`config.mk`:
```
export PLATFORM = sky130hd
export DESIGN_NAME = tmds_encoder_dvi
export DESIGN_NICKNAME = d
export VERILOG_FILES = /design/src/rtl/dvi_pkg.sv /design/src/rtl/tmds_encoder_dvi.sv
export SDC_FILE = /design/constraint.sdc
export NUM_CORES = 1
export LEC_CHECK = 0
export ABC_AREA = 1
export CAP_MARGIN = 20
export CORE_MARGIN = 5
export CORE_UTILIZATION = 46
export CTS_BUF_LIST = sky130_fd_sc_hd__clkbuf_16
export CTS_CLUSTER_DIAMETER = 150
export DETAILED_ROUTE_END_ITERATION = 10
export PLACE_DENSITY = 0.67
export RECOVER_POWER = 25
export SYNTH_ARGS = -nofsm -noshare
export SYNTH_HDL_FRONTEND = slang
export SYNTH_SLANG_ARGS = --single-unit
```
`constraint.sdc`:
```
create_clock -name clk_pix -period 10.4 [get_ports clk_pix]
set_input_delay 1.56 -clock clk_pix [delete_from_list [all_inputs] [get_ports clk_pix]]
set_output_delay 1.56 -clock clk_pix [all_outputs]
set_load 0.01 [all_outputs]
```
`src/rtl/dvi_pkg.sv`:
```
// Shared DVI/HDMI symbol constants and TMDS helper functions.
// Control tokens are reused by the TERC4 and HDMI encoders.
package dvi_pkg;

    localparam int SYM_W = 10;

    localparam logic [SYM_W-1:0] CTRL_TOKEN_00 = 10'b1101010100;
    localparam logic [SYM_W-1:0] CTRL_TOKEN_01 = 10'b0010101011;
    localparam logic [SYM_W-1:0] CTRL_TOKEN_10 = 10'b0101010100;
    localparam logic [SYM_W-1:0] CTRL_TOKEN_11 = 10'b1010101011;

    typedef struct packed {
        logic       de;
        logic [1:0] ctrl;
        logic [8:0] q_m;
    } tmds_stage1_t;

    function automatic logic [3:0] popcount8(input logic [7:0] v);
        logic [3:0] n;
        n = '0;
        for (int i = 0; i < 8; i++) begin
            n = n + {3'b000, v[i]};
        end
        return n;
    endfunction

    function automatic logic [SYM_W-1:0] ctrl_token(input logic [1:0] c);
        logic [SYM_W-1:0] t;
        unique case (c)
            2'b00:   t = CTRL_TOKEN_00;
            2'b01:   t = CTRL_TOKEN_01;
            2'b10:   t = CTRL_TOKEN_10;
            default: t = CTRL_TOKEN_11;
        endcase
        return t;
    endfunction

    // Transition-minimising stage: bit 8 set means the XOR chain was used.
    function automatic logic [8:0] tmds_qm(input logic [7:0] d);
        logic [8:0] q;
        logic [3:0] n1d;
        logic       use_xnor;
        n1d      = popcount8(d);
        use_xnor = (n1d > 4'd4) || ((n1d == 4'd4) && !d[0]);
        q        = '0;
        q[0]     = d[0];
        for (int i = 1; i < 8; i++) begin
            q[i] = use_xnor ? ~(q[i-1] ^ d[i]) : (q[i-1] ^ d[i]);
        end
        q[8] = ~use_xnor;
        return q;
    endfunction

endpackage

```
`src/rtl/tmds_encoder_dvi.sv`:
```
// DVI 1.0 TMDS 8b/10b encoder, one colour channel.
// Two register stages: transition minimising, then DC balancing.
module tmds_encoder_dvi
    import dvi_pkg::*;
(
    input  logic             clk_pix,
    input  logic             rst_pix,
    input  logic             de,
    input  logic [7:0]       din,
    input  logic [1:0]       ctrl,
    output logic [SYM_W-1:0] tmds
);

    tmds_stage1_t     s1;
    tmds_stage1_t     s1_nxt;
    logic signed [4:0] cnt;
    logic signed [4:0] cnt_nxt;
    logic [SYM_W-1:0] sym_nxt;

    logic [7:0]        q;
    logic              q8;
    logic [3:0]        n1;
    logic [3:0]        n0;
    logic signed [4:0] disp;

    always_comb begin
        s1_nxt.de   = de;
        s1_nxt.ctrl = ctrl;
        s1_nxt.q_m  = tmds_qm(din);
    end

    assign q    = s1.q_m[7:0];
    assign q8   = s1.q_m[8];
    assign n1   = popcount8(q);
    assign n0   = 4'd8 - n1;
    assign disp = $signed({1'b0, n1}) - $signed({1'b0, n0});

    // Bias is dropped during blanking so each active line starts balanced.
    always_comb begin
        sym_nxt = ctrl_token(s1.ctrl);
        cnt_nxt = '0;
        if (s1.de) begin
            if ((cnt == 5'sd0) || (n1 == n0)) begin
                sym_nxt = {~q8, q8, (q8 ? q : ~q)};
                cnt_nxt = cnt + (q8 ? disp : -disp);
            end else if (((cnt > 5'sd0) && (n1 > n0)) ||
                         ((cnt < 5'sd0) && (n0 > n1))) begin
                sym_nxt = {1'b1, q8, ~q};
                cnt_nxt = cnt + (q8 ? 5'sd2 : 5'sd0) - disp;
            end else begin
                sym_nxt = {1'b0, q8, q};
                cnt_nxt = cnt + disp - (q8 ? 5'sd0 : 5'sd2);
            end
        end
    end

    always_ff @(posedge clk_pix) begin
        if (rst_pix) begin
            s1   <= '0;
            cnt  <= '0;
            tmds <= CTRL_TOKEN_00;
        end else begin
            s1   <= s1_nxt;
            cnt  <= cnt_nxt;
            tmds <= sym_nxt;
        end
    end

endmodule

```
Yosys cells after proc, flatten, opt, wreduce, memory -nomap -nowiden
Index checks and enable logic that the tools add are counted.

Eq/ne operators: 4. Reductions and logical operators: 10. Magnitude comparators: 5. Bitwise gates (word level): 18. $add $sub $neg: 22. Mux-type cells: 17.

Operators with widths (count): $add A4 B1 Y4 (8); $mux W10 (3); $pmux W10 S3 (1); $mux W5 (3); $add A5 B5 Y5 (2); $not A1 Y1 (10); $add A3 B1 Y4 (2); $gt A4 B4 Y1 (2); $mux W8 (1); $not A8 Y8 (1); $mux W1 (7); $xor A1 B1 Y1 (7); $add A2 B1 Y3 (2); $add A5 B3 Y5 (1); $gt A5 B1 Y1 const B (1); $logic_not A5 Y1 (1); $lt A5 B1 Y1 const B (1); $neg A5 Y5 (1); $sub A4 B4 Y5 (1); $sub A5 B3 Y5 (1); $sub A5 B5 Y5 (1); $add A1 B1 Y2 (2); $eq A4 B3 Y1 const B (1); $eq A4 B4 Y1 (1); other kinds (10) (15).

Register bits: 27. Input bits: 13. Output and inout port bits: 10.

Depth between registers and ports, before layout
Depth after elaboration: 29. Depth in mapped cells: 31. Depth with buffers taken out: 31.

Least setup slack after synthesis
OpenSTA, ideal clock, no wires.

Path type: register to register. From: reg s1 (netlist bit q[0]). To: reg cnt[4]. Path buffers: 0. Data required time: 10.286 ns. Data arrival time: 4.664 ns. Setup slack: 5.622 ns. Stages on the path, launching flop included: 30. Path through: dfxtp_1 inv_1 fa_1 fa_1 fa_1 inv_1 ha_1 fa_1 nor2_4 inv_1 ha_1 inv_1 nand2_1 nand2_1 nand2_2 nand2_1 nand2_1 nand2_1 inv_1 ha_1 nand2_1 nand2_1 a31oi_1 inv_1 nand3_1 nand3_1 nand3_1 nand2_1 nor2_1 nor2_1.

Word-level cells in the longest chain between the ends: 13. Elaborated cells on any way between the ends: 24.

RTL lines: start: declaration (line tmds_encoder_dvi.sv:14) `tmds_stage1_t s1;`; start signal: assignment (line tmds_encoder_dvi.sv:63) `s1 <= s1_nxt;`; $add A1 B1 Y2 (*) (line dvi_pkg.sv:22) `n = n + {3'b000, v[i]};`; $add A2 B1 Y3 (*) (line dvi_pkg.sv:22); $add A3 B1 Y4 (*) (line dvi_pkg.sv:22); $add A4 B1 Y4 (*) (4 in a row) (line dvi_pkg.sv:22); $sub A4 B4 Y4 (line tmds_encoder_dvi.sv:35) `assign n0 = 4'd8 - n1;`; $sub A4 B4 Y5, or another cell as far along (line tmds_encoder_dvi.sv:36) `assign disp = $signed({1'b0, n1}) - $signed({1'b0, n0});`; $add A5 B5 Y5, or another cell as far along (line tmds_encoder_dvi.sv:52) `cnt_nxt = cnt + disp - (q8 ? 5'sd0 : 5'sd2);`; $sub A5 B3 Y5, or another cell as far along (line tmds_encoder_dvi.sv:52); $mux W5 or $add A5 B5 Y5 (tied branches) (line tmds_encoder_dvi.sv:46, tmds_encoder_dvi.sv:45); $mux W5 (*) (line tmds_encoder_dvi.sv:43) `if ((cnt == 5'sd0) || (n1 == n0)) begin`; end signal: assignment (line tmds_encoder_dvi.sv:64) `cnt <= cnt_nxt;`; end: declaration (line tmds_encoder_dvi.sv:16) `logic signed [4:0] cnt;`.

Every way passes the cells marked *; elsewhere a longest branch is shown, timed or not. A chain may end at the register's enable or synchronous reset.

Worst setup path in the final report
From: in din[0]. To: reg s1 (netlist bit q[6]).

Word-level cells in the longest chain between the ends: 26. Elaborated cells on any way between the ends: 30.

RTL lines: start: declaration (line tmds_encoder_dvi.sv:9) `input logic [7:0] din,`; parallel branches: the longest is 25 deep, another holds $add A3 B1 Y4; $mux W1 (*) (line dvi_pkg.sv:48) `q[i] = use_xnor ? ~(q[i-1] ^ d[i]) : (q[i-1] ^ d[i]);`.

Mark *: on every way between the ends.

==> results.txt <==
Crit start category: input pin
Routed wl met3: 117 um
DR vias/cell: 4.78
Worst slew margin: 60.8%
Clock Pin Slew Worst Setup and Hold Paths: 0.06 ns
N_diodes: 0
Drt wl/cell: 11.0 um
Placed cells: 375
WHS: 0.456 ns
GPL Wtd Cong: 0.861
CTS Buffer Depth: 2
Maxcap violations: 0
Cts hold-fix bufs: 0
Mapped Cells: 303
Synthesized area per cell: 7.26 um2
Total die area: 6260 um2
Fin cells: 379
Routed wire length: 4170 um
Yosys reg bits: 27
Max Used Layer: met4
DR vias: 1810
Synth-to-Final Area Change: 16.0%
Pin count of the biggest net entering global routing: 17
Setup TNS: 0 ns
H-Tree Depth: 1
Hold depth: 2
CP Class: input pin to flip-flop
Most frequent cells in the layout: nand2_1 (73), inv_1 (63), nand3_1 (32)
Critical path cell sequence: dlygate4sd3_1 > inv_1 > fa_1 > fa_1 > fa_1 > inv_1 > ha_1 > fa_1 > o31ai_1 > nand2_1 > inv_1 > nand2_1 > nand3b_1 > nand2_1 > nand2_1 > nand2_1 > nor2_1 > nor2_1
DIE HEIGHT: 79.1 um
Clk sinks: 27
YS warnings: 0
M1 WL: 1870 um
Reg2reg start: q[0]$_SDFF_PP0_
Mapped Area: 2200 um2
Commonest non-fill, non-tap cell in the layout: nand2_1
Cts bufs inserted: 3
Max-slew violation count: 0
R2R Setup Slk: 5.20 ns
Final min period: 5.30 ns
Dpl hpwl: 3490 um
Post-placement cell area: 2470 um2
Count of nets after finishing: 374
Worst reg2reg path depth: 29
Worst Path Max Fanout: 5
Status: finished clean
Starting DRT DRC Count: 109
Critical path's slowest cell: fa_1
Initial antenna violation count: 0
Slew at the pin closest to its max-slew limit: 0.586 ns
FF-to-FF End: cnt[4]$_SDFF_PP0_
Vias in the first global route: 1763
Setup crit end kind: flip-flop
Total track usage: 14.9%
Worst Clk Skew: 0.00234 ns
Worst Path Arrival: 5.45 ns
Final ANT Viol Nets: 0
DRC: 0
Share of cells above drive strength 1: 4.62%
Gr ovfl total: 0
Wire length on met2: 2140 um
CP Data Required Time: 10.56 ns
Die Width: 79.1 um
Max Freq: 0.189 GHz
Sequential area share after synthesis: 24.6%
Port-buffer cells: 22
CP peak stage delay: 0.58 ns
Count of cell types in the netlist: 26
Hold crit path type: flip-flop to flip-flop
Setup bufs post-CTS: 0
I/O pin cnt: 23
Latest clock arrival within the worst-skew pair: 0.26 ns
Design area: 2550 um2
First-pass GRT wire length: 7450 um
Tcrit/Tclk final: 50.9%
Core Region: 4690 um2
Post_cts resized: 0
Initial Util: 46.9%
RSZ-0062 raised after global routing: no
Core Rows: 25
Root buffer cell: clkbuf_16
Synthesized Nets: 351
Drt first pass iters: 4
Final setup viols: 0
CTS tree: yes
Fin. Hold Viols: 0
Crit-path most repeated cell: nand2_1
[critical path, delay by kind of cell]
family                     cells  cell delay, ns
AOI/OAI and AO/OA              1            0.24
adders and majority gates      5            2.13
buffers and inverters          4            0.81
and+or+nand+nor                8            0.72
[flip-flops by register name, indices dropped and copies added (netlist names), named ones only]
name / cells
q8: 1
tmds: 10
cnt: 4
s1: 3
q: 8
[worst max-delay path by stage]
| stage | slack [ns] | depth (start not counted) | end | startpoint |
|---|---|---|---|---|
| 2_1_floorplan | 5.62 | 29 | cnt[4]$_SDFF_PP0_ | q[0]$_SDFF_PP0_ |
| 3_3_place_gp | 4.99 | 18 | q[6]$_SDFF_PP0_ | din[0] |
| 3_5_place_dp | 4.88 | 18 | q[7]$_SDFF_PP0_ | din[0] |
| 4_1_cts | 5.15 | 18 | q[7]$_SDFF_PP0_ | din[0] |
| 5_1_grt | 4.72 | 29 | cnt[4]$_SDFF_PP0_ | q[0]$_SDFF_PP0_ |
| 6_report | 5.10 | 18 | q[6]$_SDFF_PP0_ | din[0] |
[area by class of cell]
type	instances	area, um2
timing repair buffer	22	220
inverter	65	249
sequential	27	541
fill	442	2140
multi-input combinational	207	1390
clock buffer	3	75.1
clock inverter	1	5.00
tap	54	67.6
[logic make-up after synthesis]
| logic type | share of synthesized area, % |
|---|---|
| AOI/OAI and AO/OA | 8.02 |
| adders and majority gates | 24.4 |
| xor gates and xnor gates | 4.44 |
| buffers and inverters | 12.1 |
| DFF | 24.6 |
| and+or+nand+nor | 26.5 |
[synth_stat cells]
library cell | instances | area (um2)
o211ai_1 | 2 | 15.0
nand2_2 | 4 | 25.0
nand4_1 | 2 | 12.5
fa_1 | 13 | 260
nand3b_1 | 1 | 7.51
inv_1 | 63 | 236
nor2_1 | 17 | 63.8
xnor2_1 | 2 | 17.5
a21oi_1 | 13 | 65.1
buf_2 | 1 | 5.00
a31oi_1 | 2 | 12.5
xor2_1 | 6 | 52.6
nand2_4 | 2 | 22.5
ha_1 | 22 | 275
a21o_1 | 1 | 7.51
dfxtp_1 | 27 | 541
xor2_4 | 1 | 27.5
o21ai_4 | 1 | 16.3
nand3_1 | 32 | 160
nor2_4 | 1 | 11.3
o21ai_0 | 9 | 45.0
or2_0 | 1 | 6.26
inv_4 | 2 | 12.5
clkbuf_1 | 3 | 11.3
nand2_1 | 73 | 274
o31ai_1 | 2 | 15.0
[layer usage]
metal	vias to the layer above	global-route usage [%]
met4	0	4.12
met2	24	27.3
met5	-	0
li1	977	-
met1	804	18.2
met3	5	1.70
[through the flow]
stage | setup WS (ns) | util [%]
6_report | 5.10 | 54.3
5_1_grt | 4.72 | 54.3
4_1_cts | 5.15 | 54.3
3_5_place_dp | 4.88 | 52.6
3_3_place_gp | 4.99 | 52.6
2_1_floorplan | 5.62 | -
Power is not shown: default switching activity piles up to over one toggle a cycle in this logic, so the estimate is an artifact.
